==> config.mk <==
export PLATFORM = sky130hd
export DESIGN_NAME = traffic_request_ctrl
export DESIGN_NICKNAME = d
export VERILOG_FILES = /design/src/rtl/traffic_pkg.sv /design/src/rtl/sensor_debounce.sv /design/src/rtl/traffic_request_ctrl.sv
export SDC_FILE = /design/constraint.sdc
export NUM_CORES = 1
export LEC_CHECK = 0
export CAP_MARGIN = 20
export CORE_ASPECT_RATIO = 2
export CORE_MARGIN = 1
export CORE_UTILIZATION = 57
export CTS_CLUSTER_DIAMETER = 100
export DETAILED_ROUTE_END_ITERATION = 8
export PLACE_DENSITY = 0.89
export SLEW_MARGIN = 20
export SYNTH_ARGS = -nofsm -noshare
export SYNTH_HDL_FRONTEND = slang
export SYNTH_SLANG_ARGS = --single-unit
export TNS_END_PERCENT = 30
==> constraint.sdc <==
create_clock -name clk -period 2.53 [get_ports clk]
set_input_delay 0.253 -clock clk [delete_from_list [all_inputs] [get_ports clk]]
set_output_delay 0.253 -clock clk [all_outputs]
set_load 0.03 [all_outputs]
==> src/rtl/traffic_pkg.sv <==
// rtl/traffic_pkg.sv - shared lane/state types and helpers for the traffic request front end
// Purpose: lane and FSM enumerations plus the lane-to-one-hot helper used by
// the request controller. No ports (package).
package traffic_pkg;

  typedef enum logic [1:0] {
    LANE_A = 2'd0,
    LANE_B = 2'd1,
    LANE_C = 2'd2,
    LANE_D = 2'd3
  } lane_t;

  typedef enum logic [1:0] {
    IDLE = 2'd0,
    REQ  = 2'd1,
    HOLD = 2'd2
  } req_state_t;

  function automatic logic [3:0] lane_onehot(input logic [1:0] lane);
    lane_onehot = 4'b0001 << lane;
  endfunction

endpackage

==> src/rtl/sensor_debounce.sv <==
// rtl/sensor_debounce.sv - per-lane sensor qualifier producing a single accept pulse
// Purpose: counts consecutive high samples of one raw sensor and fires a
// one-cycle accept event in the cycle the count reaches DEBOUNCE_CYCLES.
// Ports:
//   clk    - system clock
//   rst    - asynchronous active-low reset
//   sensor - raw sensor, synchronous to clk
//   accept - high for the one cycle whose edge completes qualification
module sensor_debounce #(
  parameter int DEBOUNCE_CYCLES = 4
) (
  input  logic clk,
  input  logic rst,
  input  logic sensor,
  output logic accept
);

  localparam int CW = $clog2(DEBOUNCE_CYCLES + 1);
  localparam logic [CW-1:0] LIMIT = CW'(DEBOUNCE_CYCLES);

  logic [CW-1:0] count;

  // Counter saturates at LIMIT so a held sensor cannot re-fire.
  always_ff @(posedge clk or negedge rst) begin
    if (!rst) begin
      count <= '0;
    end else if (!sensor) begin
      count <= '0;
    end else if (count != LIMIT) begin
      count <= count + CW'(1);
    end
  end

  // Event coincides with the edge that moves the counter onto LIMIT, so the
  // pending bit can be registered on that same edge.
  assign accept = sensor && (count == LIMIT - CW'(1));

endmodule

==> src/rtl/traffic_request_ctrl.sv <==
// rtl/traffic_request_ctrl.sv - debounced lane requests with round-robin switch_to arbitration
// Purpose: latches qualified sensor events as pending requests and issues one
// switch_to_* request at a time, held until light_en confirms the lane.
// Ports:
//   clk, rst              - clock, asynchronous active-low reset
//   sensor_a..sensor_d    - raw vehicle sensors
//   light_en[3:0]         - current green lane (one-hot, 0 = all red)
//   switch_to_a..d        - registered lane request, at most one high
//   pending[3:0]          - latched unserved requests
//   timeout_err           - one-cycle pulse when a request is abandoned
module traffic_request_ctrl
  import traffic_pkg::*;
#(
  parameter int DEBOUNCE_CYCLES  = 4,
  parameter int MIN_GREEN_CYCLES = 8,
  parameter int REQ_TIMEOUT      = 16
) (
  input  logic       clk,
  input  logic       rst,
  input  logic       sensor_a,
  input  logic       sensor_b,
  input  logic       sensor_c,
  input  logic       sensor_d,
  input  logic [3:0] light_en,
  output logic       switch_to_a,
  output logic       switch_to_b,
  output logic       switch_to_c,
  output logic       switch_to_d,
  output logic [3:0] pending,
  output logic       timeout_err
);

  localparam int TW = $clog2(REQ_TIMEOUT + 1);
  localparam int HW = $clog2(MIN_GREEN_CYCLES + 1);

  req_state_t    state, state_n;
  lane_t         sel, sel_n;
  lane_t         last, last_n;
  logic [3:0]    req_q, req_n;
  logic [3:0]    pending_n;
  logic          timeout_n;
  logic [TW-1:0] tcnt, tcnt_n;
  logic [HW-1:0] hcnt, hcnt_n;

  logic [3:0]    accept;
  logic [3:0]    green;
  logic [3:0]    cand;
  logic [3:0]    clr;
  logic          found;
  logic [1:0]    pick;
  logic [1:0]    probe;

  sensor_debounce #(.DEBOUNCE_CYCLES(DEBOUNCE_CYCLES)) u_deb_a (
    .clk(clk), .rst(rst), .sensor(sensor_a), .accept(accept[0]));
  sensor_debounce #(.DEBOUNCE_CYCLES(DEBOUNCE_CYCLES)) u_deb_b (
    .clk(clk), .rst(rst), .sensor(sensor_b), .accept(accept[1]));
  sensor_debounce #(.DEBOUNCE_CYCLES(DEBOUNCE_CYCLES)) u_deb_c (
    .clk(clk), .rst(rst), .sensor(sensor_c), .accept(accept[2]));
  sensor_debounce #(.DEBOUNCE_CYCLES(DEBOUNCE_CYCLES)) u_deb_d (
    .clk(clk), .rst(rst), .sensor(sensor_d), .accept(accept[3]));

  // Multi-hot light_en is meaningless from the controller; treat it as all red.
  assign green = ((light_en & (light_en - 4'd1)) == 4'd0) ? light_en : 4'd0;
  assign cand  = pending & ~green;

  // Round-robin search starting just after the last served lane; the
  // fourth probe wraps back onto last itself.
  always_comb begin
    found = 1'b0;
    pick  = last;
    probe = last;
    for (int k = 1; k <= 4; k++) begin
      probe = last + 2'(k);
      if (!found && cand[probe]) begin
        found = 1'b1;
        pick  = probe;
      end
    end
  end

  always_comb begin
    state_n   = state;
    sel_n     = sel;
    last_n    = last;
    req_n     = 4'd0;
    timeout_n = 1'b0;
    clr       = 4'd0;
    tcnt_n    = tcnt;
    hcnt_n    = hcnt;
    case (state)
      IDLE: begin
        clr    = green;
        tcnt_n = '0;
        hcnt_n = '0;
        if (found) begin
          sel_n   = lane_t'(pick);
          state_n = REQ;
          req_n   = lane_onehot(pick);
        end
      end
      REQ: begin
        tcnt_n = tcnt + TW'(1);
        if (green == lane_onehot(sel)) begin
          clr     = lane_onehot(sel);
          last_n  = sel;
          hcnt_n  = '0;
          state_n = HOLD;
        end else if (tcnt_n == TW'(REQ_TIMEOUT)) begin
          // Abandon but keep pending so the lane is retried after others.
          timeout_n = 1'b1;
          last_n    = sel;
          state_n   = IDLE;
        end else begin
          req_n = lane_onehot(sel);
        end
      end
      HOLD: begin
        hcnt_n = hcnt + HW'(1);
        if (hcnt_n == HW'(MIN_GREEN_CYCLES)) begin
          state_n = IDLE;
        end
      end
      default: begin
        state_n = IDLE;
      end
    endcase
    // A fresh accept in the same cycle as a clear must survive.
    pending_n = (pending & ~clr) | accept;
  end

  always_ff @(posedge clk or negedge rst) begin
    if (!rst) begin
      state       <= IDLE;
      sel         <= LANE_A;
      last        <= LANE_D;
      req_q       <= 4'd0;
      pending     <= 4'd0;
      timeout_err <= 1'b0;
      tcnt        <= '0;
      hcnt        <= '0;
    end else begin
      state       <= state_n;
      sel         <= sel_n;
      last        <= last_n;
      req_q       <= req_n;
      pending     <= pending_n;
      timeout_err <= timeout_n;
      tcnt        <= tcnt_n;
      hcnt        <= hcnt_n;
    end
  end

  assign switch_to_a = req_q[0];
  assign switch_to_b = req_q[1];
  assign switch_to_c = req_q[2];
  assign switch_to_d = req_q[3];

endmodule

==> impl_results.md, run 1 <==
- Number of synthesized flops with an enable pin: 0
- Worst EP arrival: 2420 ps
- Mapped cell area: 2030 sq um
- Pwr Density: 1150 nW/um^2
- Initial Util: 0.601
- CTS resizes: 0
- Final core area utilization: 0.707
- DP Wirelength: 3090 microns
- Avg Inst Size Synth: 10.1 sq um
- Vias in the first global route: 1556
- Most used DFF post-synth: dfrtp_1
- Final setup margin: 276 ps
- Wire length per cell: 16.1 microns
- Final Hold Viols: 0
- Max Freq: 444 MHz
- Top cell family by delay on the critical path: simple AND/OR/NAND/NOR gates
- Post-Layout Cell Count: 260
- Post-synthesis async set-or-reset flop share: 1.00
- Clock Tree Buf Depth: 2
- Hold_ws: 367 ps
- Later-pin clock latency in the skew report: 300 ps
- Setup repair bufs after CTS: 0
- Post-placement setup slack: 65.8 ps
- Sequential share of the synthesized area: 0.445
- Crit path required time: 2700 ps
- DR vias/cell: 6.14
- Total power: 2.74 mW
- Buffers on Ports: 18
- Placed insts: 252
- Routed WL: 4190 microns
- Area leader, netlist: dfrtp_1
- H-tree depth: 2
- Synth warnings: 0
- Synth cell types: 50
- Reg area: 903 sq um
- Worst hold path class: in -> async
- Top-count cell post-synth: dfrtp_1
- Number of routed nets with antenna violations: 0
- Die area: 3820 sq um
- Critical path endpoint category: register
- Fin crit share: 0.891
- WP buf/inv: 0
- Largest net degree at the start of global routing: 37
- Min Clock Period, post-route: 2250 ps
- Placed Area: 2260 sq um
- Fill count: 254
- Die extent in x: 44.2 microns
- Layout cell share with drive strength beyond 1: 0.123
- Syn_nets: 226
- Top cells by area, synth: dfrtp_1, ha_1, nand2_1, o21ai_0, inv_1
- Fin nets: 251
- Failing checks: design-rule violations
- Slew @ Worst Pin: 515 ps
- Startpoint types: register
- 1st-pass router iterations: 8
- CP max FO: 12
- Leak: 1.04 nW
- DR iter-0 viols: 43
- Critical Path Max Stage Delay: 650 ps
- CTS tree: done
- Total CTS buffers: 5
- Final setup viols: 0
- Rows: 30
- First-pass GRT wire length: 6800 microns
- Clock sinks: 36
- Post-synth top area share: 0.419
- IO Pins: 19
- DR DRC count: 2
- Unrepaired setup endpoints after global routing: false
- Crit path kind: reg -> reg
- Slowest cell on crit path: or4b_2
- Worst-case clock skew: 7.67 ps
- Status: finished, violations left
- Max cap viols: 0
- Clock transition at path regs: 70 ps
- Setup TNS: 0 ps
- Vias: 1597
- Seq cells post-synth: 36
- Multi-input gate area: 1050 sq um
- Antenna cells: 0
- Cells after Synth: 202
- Slew margin rel.: 0.654
- Final Slew Violations: 0
- Synth cell count leaders: dfrtp_1, nand2_1, inv_1, o21ai_0, ha_1
- Die height: 86.4 microns
- Final instance area: 2390 sq um
- Core area: 3380 sq um
- Peak VDD IR: 0.686 mV
- GR Overflow Total: 0
- Synth-to-Final Area Change: 17.6%
- Crit path cell chain: or4b_2 > o32ai_2 > nor2_2 > nor3_1 > o21ai_0
- CTS root buffer: clkbuf_8
- Initial antenna violation count: 0
- Gr usage total: 0.244
- CTS hold repair buffers: 0
- Routability cong.: 0.853
-- registers in the layout (all words and copies together) (netlist names) --
register / count
hcnt: 4
last: 2
pending: 4
req_q: 4
sel: 2
state: 2
tcnt: 5
timeout_err: 1
u_deb_a.count: 3
u_deb_b.count: 3
u_deb_c.count: 3
u_deb_d.count: 3
-- power by group --
group | leakage (nW) | total (mW) | internal, mW | switching (mW)
combinational | 0.513 | 1.14 | 0.478 | 0.662
clock | 0.0645 | 0.553 | 0.348 | 0.206
sequential | 0.461 | 1.05 | 0.804 | 0.241
-- final timing paths --
kind | slack (ps) | from | to | depth (start not counted)
worst max register to register | 280 | sel[0]$_DFFE_PN0P_ | pending[1]$_DFF_PN0_ | 5
worst max-delay path | 280 | sel[0]$_DFFE_PN0P_ | pending[1]$_DFF_PN0_ | 5
max in group asynchronous | 1810 | rst | last[1]$_DFFE_PN1P_ | 2
worst min-delay path | 370 | rst | tcnt[2]$_DFFE_PN0P_ | 2
worst min register to register | 500 | hcnt[3]$_DFFE_PN0P_ | hcnt[3]$_DFFE_PN0P_ | 1
min in group clk | 500 | hcnt[3]$_DFFE_PN0P_ | hcnt[3]$_DFFE_PN0P_ | 1
-- layout by cell type, fill, tap and decap left out, types with 3 or more instances in the layout --
master / n
or4b_4: 3
xnor2_1: 6
o21a_1: 3
clkdlybuf4s50_1: 18
a21boi_0: 8
dfrtp_1: 34
nand2_1: 26
clkbuf_8: 7
o32ai_1: 4
inv_1: 17
ha_1: 14
a21oi_1: 4
nand3_1: 11
nor3_1: 6
o21ai_0: 17
nor4_1: 3
buf_4: 3
and2_1: 5
-- worst reg2reg max path, delay by kind of cell (launching register included) --
family	cells	cell delay, ps
AOI/OAI and AO/OA	2	370
and+or+nand+nor	3	1170
DFF	1	580
-- area by class of cell --
type	instances	area share
Sequential cell	36	0.378
Timing Repair Buffer	21	0.0849
Tap cell	32	0.0168
Multi-Input combinational cell	146	0.441
Clock buffer	7	0.0403
Clock inverter	1	0.0126
Inverter	17	0.0267
-- per-layer routing --
metal	global-route usage	routed length (microns)	vias up
met4	0.157	168	0
met3	0.0438	112	17
met1	0.250	1630	765
met2	0.429	2270	37
met5	0	0	-
li1	-	-	778
-- logic make-up after synthesis --
family                   Yosys count  synth area share
multiplexers                       3            0.0160
AND/OR/NAND/NOR                   70             0.195
buffers and inverters             20            0.0370
AO/OA/AOI/OAI                     53             0.195
flip-flops                        36             0.445
adder cells (fa/ha/maj)           14            0.0863
XOR/XNOR                           6            0.0259
No activity file was read; power rests on OpenSTA's default activity.
==> run 2: changes to the inputs <==
Settings changed: SLEW_MARGIN 20 to default.
==> results of run 2 <==
No change in the layout: final DEF, timing and power equal those of run 1.
